==> src/rtl/pcie_vc_arbiter_pkg.sv <==
// Shared transfer-layer definitions: one-hot arbiter/demux state encodings
// and the virtual-channel count.
package pcie_vc_arbiter_pkg;

  localparam int NUM_VC  = 4;
  localparam int GRANT_W = $clog2(NUM_VC);

  typedef enum logic [3:0] {
    ST_RESET  = 4'b0001,
    ST_INIT   = 4'b0010,
    ST_IDLE   = 4'b0100,
    ST_ACTIVE = 4'b1000
  } state_e;

endpackage

==> src/rtl/rr_next_sel.sv <==
// Round-robin search: the first non-empty channel after the current grant,
// scanning grant+1 .. grant+3 modulo the channel count.
module rr_next_sel
  import pcie_vc_arbiter_pkg::*;
(
  input  logic [GRANT_W-1:0] grant,
  input  logic [NUM_VC-1:0]  fifo_empty,
  output logic [GRANT_W-1:0] next,
  output logic               found
);

  logic [GRANT_W-1:0] idx;

  // NOTE: every output gets a default before the search so no path leaves it
  // unassigned; otherwise synthesis infers a latch.
  always_comb begin
    next  = grant;
    found = 1'b0;
    idx   = grant;
    // Scan farthest-first so the nearest candidate is the last one written.
    for (int k = NUM_VC - 1; k >= 1; k--) begin
      idx = grant + GRANT_W'(k);
      if (!fifo_empty[idx]) begin
        next  = idx;
        found = 1'b1;
      end
    end
  end

endmodule

==> src/rtl/pcie_vc_arbiter.sv <==
// Weighted round-robin scheduler for the four VC FIFOs: issues one-hot pop
// strobes and feeds the demux a delayed valid vector and the one-hot state.
module pcie_vc_arbiter
  import pcie_vc_arbiter_pkg::*;
#(
  parameter int BURST   = 4,
  parameter int BURST_W = 3
) (
  input  logic               clk,
  input  logic               reset,
  input  logic               init,
  input  logic [NUM_VC-1:0]  fifo_empty,
  input  logic               out_almost_full,
  output logic [NUM_VC-1:0]  pop,
  output logic [NUM_VC-1:0]  valid,
  output logic [3:0]         state,
  output logic [GRANT_W-1:0] grant,
  output logic               idle
);

  state_e               state_q;
  logic [GRANT_W-1:0]   grant_q;
  logic [BURST_W-1:0]   burst_q;
  logic [NUM_VC-1:0]    valid_q;
  logic [GRANT_W-1:0]   next_grant;
  logic                 next_found;
  logic                 pop_any;
  logic                 all_empty;
  logic                 burst_last;

  rr_next_sel u_next_sel (
    .grant      (grant_q),
    .fifo_empty (fifo_empty),
    .next       (next_grant),
    .found      (next_found)
  );

  assign all_empty  = &fifo_empty;
  assign burst_last = (burst_q == BURST_W'(BURST - 1));

  // init suppresses the pop in the very cycle ACTIVE is abandoned.
  always_comb begin
    pop = '0;
    if (state_q == ST_ACTIVE && !init && !fifo_empty[grant_q] && !out_almost_full)
      pop[grant_q] = 1'b1;
  end

  assign pop_any = |pop;

  // NOTE: state registers use non-blocking assignments so every flop samples
  // pre-edge values regardless of statement order.
  always_ff @(posedge clk) begin
    if (reset) begin
      state_q <= ST_RESET;
      grant_q <= '0;
      burst_q <= '0;
      valid_q <= '0;
    end else begin
      valid_q <= pop;
      case (state_q)
        ST_RESET: state_q <= ST_INIT;
        ST_INIT: begin
          if (!init) state_q <= ST_IDLE;
        end
        ST_IDLE: begin
          if (init) begin
            state_q <= ST_INIT;
            grant_q <= '0;
            burst_q <= '0;
          end else if (!all_empty) begin
            state_q <= ST_ACTIVE;
          end
        end
        ST_ACTIVE: begin
          if (init) begin
            state_q <= ST_INIT;
            grant_q <= '0;
            burst_q <= '0;
          end else begin
            if (all_empty) state_q <= ST_IDLE;
            if (pop_any) begin
              if (burst_last) begin
                burst_q <= '0;
                if (next_found) grant_q <= next_grant;
              end else begin
                burst_q <= burst_q + 1'b1;
              end
            end else if (fifo_empty[grant_q]) begin
              // Granted FIFO ran dry: one bubble, then move on.
              burst_q <= '0;
              if (next_found) grant_q <= next_grant;
            end
          end
        end
        default: state_q <= ST_RESET;
      endcase
    end
  end

  assign state = state_q;
  assign grant = grant_q;
  assign valid = valid_q;
  assign idle  = (state_q == ST_IDLE) && all_empty;

endmodule

==> config.mk <==
export PLATFORM = sky130hd
export DESIGN_NAME = pcie_vc_arbiter
export DESIGN_NICKNAME = d
export VERILOG_FILES = /design/src/rtl/pcie_vc_arbiter_pkg.sv /design/src/rtl/rr_next_sel.sv /design/src/rtl/pcie_vc_arbiter.sv
export SDC_FILE = /design/constraint.sdc
export NUM_CORES = 1
export LEC_CHECK = 0
export ABC_AREA = 1
export BUFFER_PORTS_ARGS = -buffer_cell sky130_fd_sc_hd__buf_4
export CELL_PAD_IN_SITES_DETAIL_PLACEMENT = 1
export CELL_PAD_IN_SITES_GLOBAL_PLACEMENT = 2
export CORE_ASPECT_RATIO = 0.75
export CORE_MARGIN = 2
export CORE_UTILIZATION = 30
export DETAILED_ROUTE_END_ITERATION = 8
export HOLD_SLACK_MARGIN = 0.12
export PLACE_DENSITY_LB_ADDON = 0.3
export SLEW_MARGIN = 40
export SYNTH_ARGS = -nofsm -noshare
export SYNTH_HDL_FRONTEND = slang
export SYNTH_HIERARCHICAL = 1
export SYNTH_SLANG_ARGS = --single-unit
==> constraint.sdc <==
create_clock -name clk -period 3.2 [get_ports clk]
set_input_delay 0.64 -clock clk [delete_from_list [all_inputs] [get_ports clk]]
set_output_delay 0.64 -clock clk [all_outputs]
set_load 0.05 [all_outputs]
# --- After elaboration in Yosys (flattened, before gate mapping) ---
# Cells that the tools add are included.
classes:
  eq_ne: 11
  order_cmp: 5
  reduce_logical: 14
  mux: 36
  n_addsub: 4
ops:
  columns: ["op", "n"]
  rows:
  - ["4-bit two-way mux", 6]
  - ["2-bit two-way mux", 9]
  - ["4-bit case mux with 4 select lines", 1]
  - ["3-bit two-way mux", 5]
  - ["2-bit by 3-bit less-than comparator with 1-bit output (second input constant)", 4]
  - ["1-bit binary-select mux with 2-bit select", 4]
  - ["1-bit two-way mux", 8]
  - ["4-bit AND reduction", 2]
  - ["3-bit inequality test (second input constant)", 2]
  - ["3-bit case mux with 2 select lines", 1]
  - ["3-bit AND reduction", 2]
  - ["1-bit logical AND", 5]
  - ["2-bit adder (second input constant)", 2]
  - ["4-bit by 1-bit equality test with 1-bit output (second input constant)", 1]
  - ["4-bit by 2-bit equality test with 1-bit output (second input constant)", 1]
  - ["4-bit by 3-bit equality test with 1-bit output (second input constant)", 1]
  - ["4-bit equality test (second input constant)", 1]
  - ["2-bit inequality test (second input constant)", 2]
  - ["4-bit by 3-bit inequality test with 1-bit output (second input constant)", 1]
  - ["4-bit inequality test (second input constant)", 1]
  - ["2-bit case mux with 2 select lines", 1]
  - ["4-bit OR reduction", 1]
  - ["3-bit by 1-bit adder with 3-bit output (second input constant)", 1]
  - ["3-bit by 2-bit equality test with 1-bit output (second input constant)", 1]
  - ["other kinds (5)", 7]
word_totals:
  wordCells: 74
  register_bits: 13
  input_bits: 8
  out_inout_bits: 15

# --- Depth between registers and ports, before layout ---
logic_depth:
  word_depth: 11
  mapped_depth: 15
  depth_no_buf: 14

# --- Modules after synthesis ---
# Netlist, hierarchy kept.
modules_own_cells:
  columns: ["mod", "area_each_um2", "instances", "seq_area_each_um2", "cells_per_inst"]
  rows:
  - ["pcie_vc_arbiter", 768.2, 1, 260.2, 113]
  - ["rr_next_sel", 240.2, 1, 0.0, 45]

# --- Worst setup path after synthesis ---
# No wires, ideal clock.
synth_timing:
  path_type: "register to output"
  start: "register grant_q[1] (netlist: grant[1])"
  end: "output pop[0]"
  n_path_buf: 1
  stages_incl_launch_ff: 8
  setup_slack_ns: 0.090
  required_ns: 2.560
  t_arrival_ns: 2.470
  path_cell_list: "dfxtp_1 buf_6 inv_2 nand3_1 nand2_1 nor2_2 nand3_4 nor3_1"
synth_via:
  elab_chain_len: 6
  word_cells_on_any_way: 11
  cone_classes: "2 x order compare; 5 x mux; 4 x reduce/logical"
synth_rtl:
  columns: ["element", "line_no", "text"]
  rows:
  - ["start, declared", "pcie_vc_arbiter.sv:22", "logic [GRANT_W-1:0] grant_q;"]
  - ["start signal, assigned", "pcie_vc_arbiter.sv:84", "if (next_found) grant_q <= next_grant;"]
  - ["start signal, assigned", "pcie_vc_arbiter.sv:91", "if (next_found) grant_q <= next_grant;"]
  - ["parallel branches: the longest is 5 deep, another holds 2-bit by 3-bit less-than comparator with 1-bit output", null, null]
  - ["4-bit two-way mux (*)", "pcie_vc_arbiter.sv:44", "if (state_q == ST_ACTIVE && !init && !fifo_empty[grant_q] && !out_almost_full)"]
  - ["end, declared", "pcie_vc_arbiter.sv:14", "output logic [NUM_VC-1:0] pop,"]
# Mark *: on every way between the ends. The select of a mux whose other input is x is not followed.

# --- Worst setup path after layout ---
layout_timing:
  start: "register grant_q[0] (netlist: grant[0])"
  end: "output pop[0]"
# Same word-level chain as after synthesis.

==> impl_results.md <==
- Max-capacitance violation count: 0
- Crit Path Class: reg2out
- Post-synthesis cell type count: 28
- Root buffer cell: clkbuf_8
- Synth warnings: 6
- Syn-to-layout area delta: 22.08%
- Final Power: roughly 440 µW
- Vias in the first global route: roughly 1000
- Overflow left after global routing: 0
- IO buf count: 22
- Mapped Nets: 167
- Clk_skew: 0.003393 ns
- Via density: ~4.7
- Most frequent cells in the layout: 43 x nand2_1, 22 x buf_4, 19 x nor2_1, 16 x nand3_1, 14 x inv_1
- CP Max Fanout: 17
- Clock sinks: 13
- Synthesized area: roughly 0.001 mm²
- Post-route ant nets: 0
- Average size of a mapped cell: 6.383 µm²
- Drt total wl: around 2.8 mm
- H-tree depth: 1
- Residual DRC: 0
- Mapped Cells: approximately 160
- Worst-path clk slew: 0.06 ns
- NumNets Final: 190
- ANT cells: 0
- Largest net degree at the start of global routing: 18
- # setup viols final: 0
- Die Ht: 54.21 µm
- Slew HR: 45.59%
- CTS Buf Count: 3
- Worst-Margin Slew: 0.8151 ns
- Yosys top cell area share: 25.81%
- Fmax: between 300 and 400 MHz
- # hold bufs at CTS: 0
- # resized after CTS: 0
- Skew-Pair Late Insertion Delay: 0.25 ns
- Synth area leaders: dfxtp_1 26%, nand2_1 16%, nand3_1 7.9%
- CTS tree: done
- Peak supply drop: slightly below 0.0002 V
- Die Wd: between 70 and 80 µm
- RSZ-0062 raised after global routing: false
- Status: complete, no violations
- WP data required: 2.56 ns
- CP Cell Sequence: nor2_1 -> nand2_1 -> nand2_1 -> nor2_2 -> nand3_4 -> nor3_1 -> buf_4
- Pwr Density: 353.6 mW/mm²
- Post-detail-place hpwl: 2.224 mm
- #FFs+latches synth: 13
- Num ports: 23
- Worst path max stage delay: 0.85 ns
- Fin Setup TNS: 0 ns
- Max stage delay cell, worst path: dfxtp_1
- Fin crit period: between 2 and 3 ns
- Static leakage: roughly 0.00058 µW
- Hold WC Path Type: reg2reg
- Cell taking the most area after synthesis: dfxtp_1
- Fin. max-slew vios: 0
- Seq/Total Area, Yosys: 25.81%
- Routed wire per std cell: 12.70 µm
- CP dominant cell by count: nand2_1
- Endpoints failing hold: 0
- Critical Path Sink Type: primary output
- Final Wtd Congestion: 0.7559
- Worst Setup Start Kind: flop
- Core box area: 0.003243 mm²
- Initial antenna violation count: 0
- Starting Density: 31.10%
- Row count: 18
- Most common cell after layout, fill and taps aside: nand2_1
- Via count: 1029
- Die area: 0.003846 mm²
- First-pass GRT wire length: roughly 4.7 mm
- Critical path arrival: 2.11 ns
- Proportion of layout cells with a drive suffix above 1: roughly 30%
- Post-CTS setup buffer count: 0
- Fin crit share: 86.00%
- Total Routing Usage GR: about 16%
- DRT iter0 DRCs: 21
- Clock Path Buffers: 2
- First drt pass iteration count: 4
layout make-up:
class,count,area (µm²)
Clock buffer,4,45.04
Fill cell,452,2012
Inverter,19,82.58
Multi-Input combinational cell,122,628.1
Sequential cell,13,260.3
Tap cell,40,50.05
Timing Repair Buffer,22,165.2
cell usage after synthesis, drive strengths merged:
cell type and n:
clkinv 1, nor2 27, ha 1, nand4 2
nor4 4, nand2 55, inv 18, nor3 4
nor2b 1, nand3 18, a21oi 5, a21boi 1
o21ai 3, dfxtp 13, a31oi 1, buf 4
worst max-delay path: cells and delay by family, from the launching register on:
family / cells / cell delay, ns
AND/OR/NAND/NOR: 6 / 0.77
flip-flops: 1 / 0.85
buffers and inverters: 1 / 0.23
power by group:
part	switching (µW)	internal, µW	total [µW]	leakage, µW
Combinational	70.4	33.6	104	0.000450
Sequential	11.7	168	180	0.000105
Clock	63.2	88.1	151	0.0000228
through the flow:
stage                     hold WS (ns)  cell area, µm²  setup slack [ns]  util, %  cells
after floorplan                 0.4229            1008           0.08989        -    158
after global placement          0.4362            1186            0.8285    36.57    216
after detailed placement        0.4414            1186            0.6751    36.57    216
after CTS                       0.4495            1231            0.4028    37.96    220
after global routing            0.4556            1231            0.2409    37.96    220
final                           0.4446            1231            0.4480    37.96    220
registers in the layout, summed over array words and instances (netlist names):
signal	count
state	4
valid	4
burst_q	3
grant	2
path summary, 6_finish.rpt:
| kind | start | endpoint | slack, ns | cells past startpoint |
|---|---|---|---|---|
| max | grant[0] | pop[0] | 0.45 | 7 |
| min | burst_q[2] | burst_q[2] | 0.44 | 2 |
| max reg2reg | grant[0] | grant[0] | 1.24 | 12 |
| min reg2reg | burst_q[2] | burst_q[2] | 0.44 | 2 |
cells by family after synthesis:
group                    share of synthesized area, %
adder cells (fa/ha/maj)                         1.240
flip-flops                                      25.81
AND/OR/NAND/NOR                                 54.96
buffers and inverters                           11.91
AO/OA/AOI/OAI                                   6.080
metal layers:
layer  wire [µm]  GRT usage, %
met1        1407         20.22
met2        1229         27.41
met3         109         3.131
met4          48         5.975
met5           0             0
Note: power is estimated with default switching activity, not from simulation.
